--- src/rtl/fwd_hazard_ctrl_pkg.sv ---
// Shared types and encodings for the forwarding / hazard control block.
package fwd_hazard_ctrl_pkg;

    localparam int REG_IDX_W = 5;

    localparam logic [1:0] FWD_RF  = 2'b00;
    localparam logic [1:0] FWD_WB  = 2'b01;
    localparam logic [1:0] FWD_MEM = 2'b10;

    typedef struct packed {
        logic                 valid;
        logic [REG_IDX_W-1:0] rd;
        logic                 regwrite;
        logic                 memread;
    } shadow_t;

    typedef struct packed {
        shadow_t              ent;
        logic [REG_IDX_W-1:0] rs1;
        logic [REG_IDX_W-1:0] rs2;
        logic                 use_rs1;
        logic                 use_rs2;
    } ex_entry_t;

    // x0 is hardwired, so an entry writing it never counts as a producer.
    function automatic logic produces(input shadow_t e, input logic [REG_IDX_W-1:0] r);
        return e.valid && e.regwrite && (e.rd == r) && (r != '0);
    endfunction

    function automatic logic uses_src(input shadow_t e,
                                      input logic [REG_IDX_W-1:0] rs1, input logic use1,
                                      input logic [REG_IDX_W-1:0] rs2, input logic use2);
        return (use1 && produces(e, rs1)) || (use2 && produces(e, rs2));
    endfunction

endpackage

--- src/rtl/fwd_hazard_ctrl_fwd_sel.sv ---
// One EX operand bypass select: MEM result beats WB result beats register file.
module fwd_sel
    import fwd_hazard_ctrl_pkg::*;
(
    input  logic                 ex_valid,
    input  logic [REG_IDX_W-1:0] rs,
    input  logic                 use_rs,
    input  shadow_t              mem_ent,
    input  shadow_t              wb_ent,
    output logic [1:0]           sel
);

    always_comb begin
        sel = FWD_RF;
        if (ex_valid && use_rs) begin
            if (produces(mem_ent, rs))
                sel = FWD_MEM;
            else if (produces(wb_ent, rs))
                sel = FWD_WB;
        end
    end

endmodule

--- src/rtl/fwd_hazard_ctrl.sv ---
// Forwarding and hazard control for a 5-stage pipeline, tracking EX/MEM/WB in a shadow pipe.
// Define FWD_HAZARD_FORWARD_EN for bypassing + load-use stall; default is interlock-only.
module fwd_hazard_ctrl
    import fwd_hazard_ctrl_pkg::*;
#(
    parameter int XLEN_IDX = REG_IDX_W
) (
    input  logic                clk,
    input  logic                rst_n,
    input  logic                id_valid,
    input  logic [XLEN_IDX-1:0] id_rs1,
    input  logic [XLEN_IDX-1:0] id_rs2,
    input  logic [XLEN_IDX-1:0] id_rd,
    input  logic                id_use_rs1,
    input  logic                id_use_rs2,
    input  logic                id_regwrite,
    input  logic                id_memread,
    input  logic                ex_flush,
    output logic                stall,
    output logic                flush_ifid,
    output logic [1:0]          fwd_a,
    output logic [1:0]          fwd_b,
    output logic [31:0]         stall_count
);

    ex_entry_t ex_q;
    shadow_t   mem_q, wb_q;
    logic      hazard;

    always_ff @(posedge clk or negedge rst_n) begin
        if (!rst_n) begin
            ex_q        <= '0;
            mem_q       <= '0;
            wb_q        <= '0;
            stall_count <= '0;
        end else begin
            mem_q <= ex_q.ent;
            wb_q  <= mem_q;
            if (id_valid && !stall && !ex_flush) begin
                ex_q.ent.valid    <= 1'b1;
                ex_q.ent.rd       <= id_rd;
                ex_q.ent.regwrite <= id_regwrite;
                ex_q.ent.memread  <= id_memread;
                ex_q.rs1          <= id_rs1;
                ex_q.rs2          <= id_rs2;
                ex_q.use_rs1      <= id_use_rs1;
                ex_q.use_rs2      <= id_use_rs2;
            end else begin
                ex_q.ent.valid <= 1'b0;
            end
            if (stall && stall_count != 32'hFFFF_FFFF)
                stall_count <= stall_count + 32'd1;
        end
    end

`ifdef FWD_HAZARD_FORWARD_EN
    // Only a load still in EX cannot be bypassed; everything older comes from MEM/WB.
    assign hazard = id_valid && ex_q.ent.memread &&
                    uses_src(ex_q.ent, id_rs1, id_use_rs1, id_rs2, id_use_rs2);

    fwd_sel u_sel_a (
        .ex_valid (ex_q.ent.valid),
        .rs       (ex_q.rs1),
        .use_rs   (ex_q.use_rs1),
        .mem_ent  (mem_q),
        .wb_ent   (wb_q),
        .sel      (fwd_a)
    );

    fwd_sel u_sel_b (
        .ex_valid (ex_q.ent.valid),
        .rs       (ex_q.rs2),
        .use_rs   (ex_q.use_rs2),
        .mem_ent  (mem_q),
        .wb_ent   (wb_q),
        .sel      (fwd_b)
    );
`else
    // No bypass paths at all, and the register file does not write-through: wait out WB.
    assign hazard = id_valid &&
                    (uses_src(ex_q.ent, id_rs1, id_use_rs1, id_rs2, id_use_rs2) ||
                     uses_src(mem_q,    id_rs1, id_use_rs1, id_rs2, id_use_rs2) ||
                     uses_src(wb_q,     id_rs1, id_use_rs1, id_rs2, id_use_rs2));

    assign fwd_a = FWD_RF;
    assign fwd_b = FWD_RF;
`endif

    assign stall      = hazard && !ex_flush;
    assign flush_ifid = ex_flush;

endmodule
--- config.mk ---
export PLATFORM = sky130hd
export DESIGN_NAME = fwd_hazard_ctrl
export DESIGN_NICKNAME = d
export VERILOG_FILES = /design/src/rtl/fwd_hazard_ctrl_pkg.sv /design/src/rtl/fwd_hazard_ctrl_fwd_sel.sv /design/src/rtl/fwd_hazard_ctrl.sv
export SDC_FILE = /design/constraint.sdc
export NUM_CORES = 1
export LEC_CHECK = 0
export CELL_PAD_IN_SITES_DETAIL_PLACEMENT = 1
export CELL_PAD_IN_SITES_GLOBAL_PLACEMENT = 1
export CORE_UTILIZATION = 42
export DETAILED_ROUTE_END_ITERATION = 16
export PLACE_DENSITY_LB_ADDON = 0.3
export RECOVER_POWER = 25
export SYNTH_ARGS = -nofsm -noshare
export SYNTH_HDL_FRONTEND = slang
export SYNTH_SLANG_ARGS = --single-unit
--- constraint.sdc ---
create_clock -name clk -period 3.3 [get_ports clk]
set_input_delay 0.66 -clock clk [delete_from_list [all_inputs] [get_ports clk]]
set_output_delay 0.66 -clock clk [all_outputs]
set_load 0.01 [all_outputs]
# ---- Yosys cells after proc, flatten, opt, wreduce, memory -nomap -nowiden
# Index checks and enable logic that the tools add are counted.
dict set report op_classes {
  n_eq_ne 7
  reduce_logical 35
  addsub 1
  mux 1
}
# op count
set ops {}
lappend ops {{32-bit by 1-bit adder with 32-bit output, second input constant} 1}
lappend ops {{32-bit != test, second input constant} 1}
lappend ops {{5-bit equality test} 6}
lappend ops {{1-bit logical AND} 26}
lappend ops {{5-bit nonzero test} 2}
lappend ops {{1-bit logical OR} 5}
lappend ops {{1-bit logical NOT} 2}
lappend ops {{1-bit two-way mux} 1}
dict set report totals {
  out_inout_bits 38
  in_bits 23
  word_cells 54
  regBits 53
}

# ---- Depth between registers and ports, before layout
dict set report depth {
  word_depth 13
  depth_mapped 10
  ltp_nobuf 7
}

# ---- Least setup slack after synthesis
# Ideal clock, no wire load.
dict set report synth_path {
  path_kind {in2out}
  startpoint {input id_rs1[3]}
  endpoint {output stall}
  arrival_time_ns 1.730
  n_path_buf 0
  required_time_ns 2.640
  setup_slack_ns 0.910
  path_stages 6
  path_cell_list {xor2_1 nor4_2 nand4_1 a31oi_4 nor2_1 nor2_1}
}
dict set report synth_between {
  elab_chain_cells 9
  word_cells_on_any_way 20
  cone_classes {eq/ne (3); reduce/logical (17)}
}
# item line_no
set synth_lines {}
lappend synth_lines {{from (decl)} fwd_hazard_ctrl.sv:11} ;# input logic [XLEN_IDX-1:0] id_rs1,
lappend synth_lines {{5-bit equality test} fwd_hazard_ctrl_pkg.sv:27} ;# return e.valid && e.regwrite && (e.rd == r) && (r != '0);
lappend synth_lines {{1-bit logical AND (2 in series)} fwd_hazard_ctrl_pkg.sv:27}
lappend synth_lines {{1-bit logical AND} fwd_hazard_ctrl_pkg.sv:33} ;# return (use1 && produces(e, rs1)) || (use2 && produces(e, rs2));
lappend synth_lines {{1-bit logical OR} fwd_hazard_ctrl_pkg.sv:33}
lappend synth_lines {{1-bit logical OR} fwd_hazard_ctrl.sv:81} ;# (uses_src(ex_q.ent, id_rs1, id_use_rs1, id_rs2, id_use_rs2) ||
lappend synth_lines {{1-bit logical OR (*)} fwd_hazard_ctrl.sv:82} ;# uses_src(mem_q, id_rs1, id_use_rs1, id_rs2, id_use_rs2) ||
lappend synth_lines {{1-bit logical AND (*)} fwd_hazard_ctrl.sv:80} ;# assign hazard = id_valid &&
lappend synth_lines {{1-bit logical AND (*)} fwd_hazard_ctrl.sv:89} ;# assign stall = hazard && !ex_flush;
lappend synth_lines {{to (decl)} fwd_hazard_ctrl.sv:19} ;# output logic stall,
# Mark *: on every way between the ends. The rest lies on a longest branch, timed or not.

# ---- Final worst setup path
dict set report layout_path {
  startpoint {input id_rs2[2]}
  endpoint {output stall}
}
dict set report layout_between {
  elab_chain_cells 9
  word_cells_on_any_way 20
  cone_classes {eq/ne (3); reduce/logical (17)}
}
# item line_no
set layout_lines {}
lappend layout_lines {{from (decl)} fwd_hazard_ctrl.sv:12} ;# input logic [XLEN_IDX-1:0] id_rs2,
lappend layout_lines {{5-bit equality test} fwd_hazard_ctrl_pkg.sv:27}
lappend layout_lines {{1-bit logical AND (2 in series)} fwd_hazard_ctrl_pkg.sv:27}
lappend layout_lines {{1-bit logical AND} fwd_hazard_ctrl_pkg.sv:33}
lappend layout_lines {{1-bit logical OR} fwd_hazard_ctrl_pkg.sv:33}
lappend layout_lines {{1-bit logical OR} fwd_hazard_ctrl.sv:81}
lappend layout_lines {{1-bit logical OR (*)} fwd_hazard_ctrl.sv:82}
lappend layout_lines {{1-bit logical AND (*)} fwd_hazard_ctrl.sv:80}
lappend layout_lines {{1-bit logical AND (*)} fwd_hazard_ctrl.sv:89}
# Marks and branches as above.

==> flow_summary_export.csv <==
group,metric,value,unit
status,status,"finished, violations left",
status,violations,"capacitance limit, slew limit",
die,start_util,0.442,
power,vdd_ir_drop_max,235,uV
critical_path,regToRegSetupSlack,940,ps
critical_path,critPathMaxStageDelay,540,ps
global_routing,grt_first_pass_wirelength,10.3,mm
yosys,synth-main-ff-cell,"dfrtp_1",
layout,nets,316,
clock_tree,cts_made_buffers,5,
die,die_h,81.7,um
sta,rsz0062_at_grt,"no",
layout,nFillCells,638,
placed_design,placed_cells,360,
clock_tree,clockRootBuffer,"clkbuf_8",
yosys,synth_edf_count,0,
drt,wirelength,6.35,mm
drt,drc_errors,0,
drt,drtIter0Drc,42,
layout,layout-drive-gt1-share,0.126,
critical_path,reg2reg_from,"ex_q[17]",
yosys,netlist_area,0.00267,mm2
sta,timing.final.crit_period,3130,ps
die,placementRows,28,
critical_path,arrival,2470,ps
power,leakage,1.45,nW
critical_path,path_max_fanout,3,
die,core,0.00603,mm2
yosys,synth-seq-cells,53,
clock_tree,cts_tree,"done",
global_routing,grt_pass1_vias,2014,
clock_tree,clkSlewWorstSetupHoldPaths,90,ps
global_routing,antenna_found_initial,0,
run,maxCapViolCount,1,
global_routing,grt_util_all_layers,0.210,
placed_design,portBuffers,55,
sta,period_share,0.950,
placed_design,routabilityCongestion,0.749,
worst_hold_path,whs_path_depth,0,
global_routing,grt_overflow,0,
sta,finalSetupViolCount,0,
drt,vias_per_cell,5.27,
clock_tree,clockBufferDepth,2,
sta,hold_slack,407,ps
critical_path,timing.rr.end,"stall_count[1]",
clock_tree,cts.sinks,53,
critical_path,cp-start-kind,"input pin",
power,power.density,396,mW/mm2
sta,drv_slew,30,
critical_path,cpMostUsedCell,"nor2_1",
die,die_w,81.7,um
global_routing,grt_max_degree,30,
critical_path,rr_worst_depth,8,
critical_path,cp.required,2640,ps
sta,maxSlewHeadroom,-0.0826,
sta,hold_violations,0,
critical_path,crit_chain,"clkdlybuf4s50_1, or4_1, o21ai_0, buf_4, a31oi_4, nor2_1, nor2_1, dlygate4sd2_1",
drt,via_count,1939,
clock_tree,clock_latency,300,ps
placed_design,dp_hpwl,4.69,mm
worst_hold_path,hold_path_end,"wb_q[1]",
sta,fmax,319,MHz
yosys,synthCells,226,
yosys,yosysUniqueCellTypes,35,
drt,dr.pass1.iters,4,
clock_tree,htree_levels,2,
yosys,yosysSeqAreaShare,0.497,
layout,fin_cells,368,
drt,ant_nets,0,
layout,final_cell_mix,"dfrtp_1, clkdlybuf4s50_1, xnor2_1, xor2_1, nand4_1",
yosys,async_flop_share,1.00,
die,pin_count,61,
layout,diodes,0,
die,dieArea,0.00667,mm2
sta,worst_slew_pin_slew,1620,ps
clock_tree,holdBufCountCts,0,
drt,wl_per_cell,17.2,um
worst_hold_path,hold_start,"mem_q[1]",
worst_hold_path,hp-class,"reg2reg",
layout,syn2layout_area_growth,29.2,%
critical_path,cpMaxStageDelayCell,"or4_1",
yosys,synth_warnings,0,
sta,skew,3.05,ps
critical_path,critPathKind,"in2out",
layout,final_common_cell,"dfrtp_1",
critical_path,crit_path_end_kind,"output pin",
yosys,syn_avg_cell_area,11.8,um2
## synthesized netlist by cell type, drive strengths merged (2+ instances only)
| cell | instances | area share |
|---|---|---|
| and4 | 3 | 0.0099 |
| mux2 | 7 | 0.030 |
| nor4 | 8 | 0.027 |
| o21ai | 4 | 0.0075 |
| nand3 | 10 | 0.026 |
| nor3 | 3 | 0.0099 |
| inv | 3 | 0.0042 |
| buf | 9 | 0.030 |
| and3 | 8 | 0.019 |
| nand2 | 8 | 0.011 |
| xnor2 | 33 | 0.11 |
| dfrtp | 53 | 0.50 |
| xor2 | 28 | 0.092 |
| a31oi | 2 | 0.016 |
| nor2 | 10 | 0.014 |
| nand4 | 27 | 0.071 |
| or4 | 3 | 0.0084 |
## where the power goes
group	internal [W]	switching (W)
combinational	0.0000873	0.0000798
clock	0.000248	0.000210
sequential	0.000691	0.0000481
## timing repair
action                                  4_1_cts  5_1_grt
hold endpoints to repair                      0        0
endpoints found under the setup margin        1        0
resized for setup                            10        0
setup buffers                                 0        0
## state kept, by name, summed over array words and instances (netlist names)
| name | flops |
|---|---|
| stall_count | 32 |
| ex_q | 7 |
| wb_q | 7 |
| mem_q | 7 |
## stage by stage
| stage | power (W) | setup TNS, ps | worst slack (ps) | utilization | cell area (um2) |
|---|---|---|---|---|---|
| after floorplan | 0.000830 | 0 | 910 | - | 2680 |
| after global placement | 0.000907 | -204 | -204 | 0.552 | 3330 |
| after detailed placement | 0.000920 | -246 | -246 | 0.552 | 3330 |
| after CTS | 0.00138 | 0 | 150 | 0.572 | 3450 |
| after global routing | 0.00142 | 0 | 72.2 | 0.572 | 3450 |
| final | 0.00136 | 0 | 166 | 0.572 | 3450 |
## worst max path at each step
stage               from     to  slack (ps)
2_1_floorplan  id_rs1[3]  stall         910
3_3_place_gp   id_rs1[3]  stall        -200
3_5_place_dp   id_rs1[3]  stall        -250
4_1_cts        id_rs2[2]  stall         150
5_1_grt        id_rs1[2]  stall          70
6_report       id_rs2[2]  stall         170
## routing by layer
| metal | part of all wire | track usage |
|---|---|---|
| met5 | 0 | 0 |
| met4 | 0.012 | 0.0632 |
| met3 | 0.035 | 0.0322 |
| met2 | 0.52 | 0.362 |
| met1 | 0.43 | 0.272 |
## area by class of cell
type | count | area, um2 | share of cell area
repair buffers | 66 | 629 | 0.183
flip-flops and latches | 53 | 1330 | 0.385
clock buffers | 7 | 86.3 | 0.0251
clock inverters | 1 | 30.0 | 0.00871
inverters | 3 | 11.3 | 0.00327
multi-input cells | 163 | 1270 | 0.368
well taps | 75 | 93.8 | 0.0272
## worst max-delay path, delay by kind of cell
| family | cells | cell delay (ps) |
|---|---|---|
| buffers and inverters | 3 | 920 |
| and+or+nand+nor | 3 | 690 |
| AOI/OAI and AO/OA | 2 | 200 |
## kinds of logic after synthesis
family | synth area share
XOR/XNOR | 0.200
other | 0.00141
AO/OA/AOI/OAI | 0.0296
multiplexers | 0.0296
adder cells (fa/ha/maj) | 0.00469
buffers and inverters | 0.0357
flip-flops | 0.497
AND/OR/NAND/NOR | 0.201
Note: power is estimated with default switching activity, not from simulation.
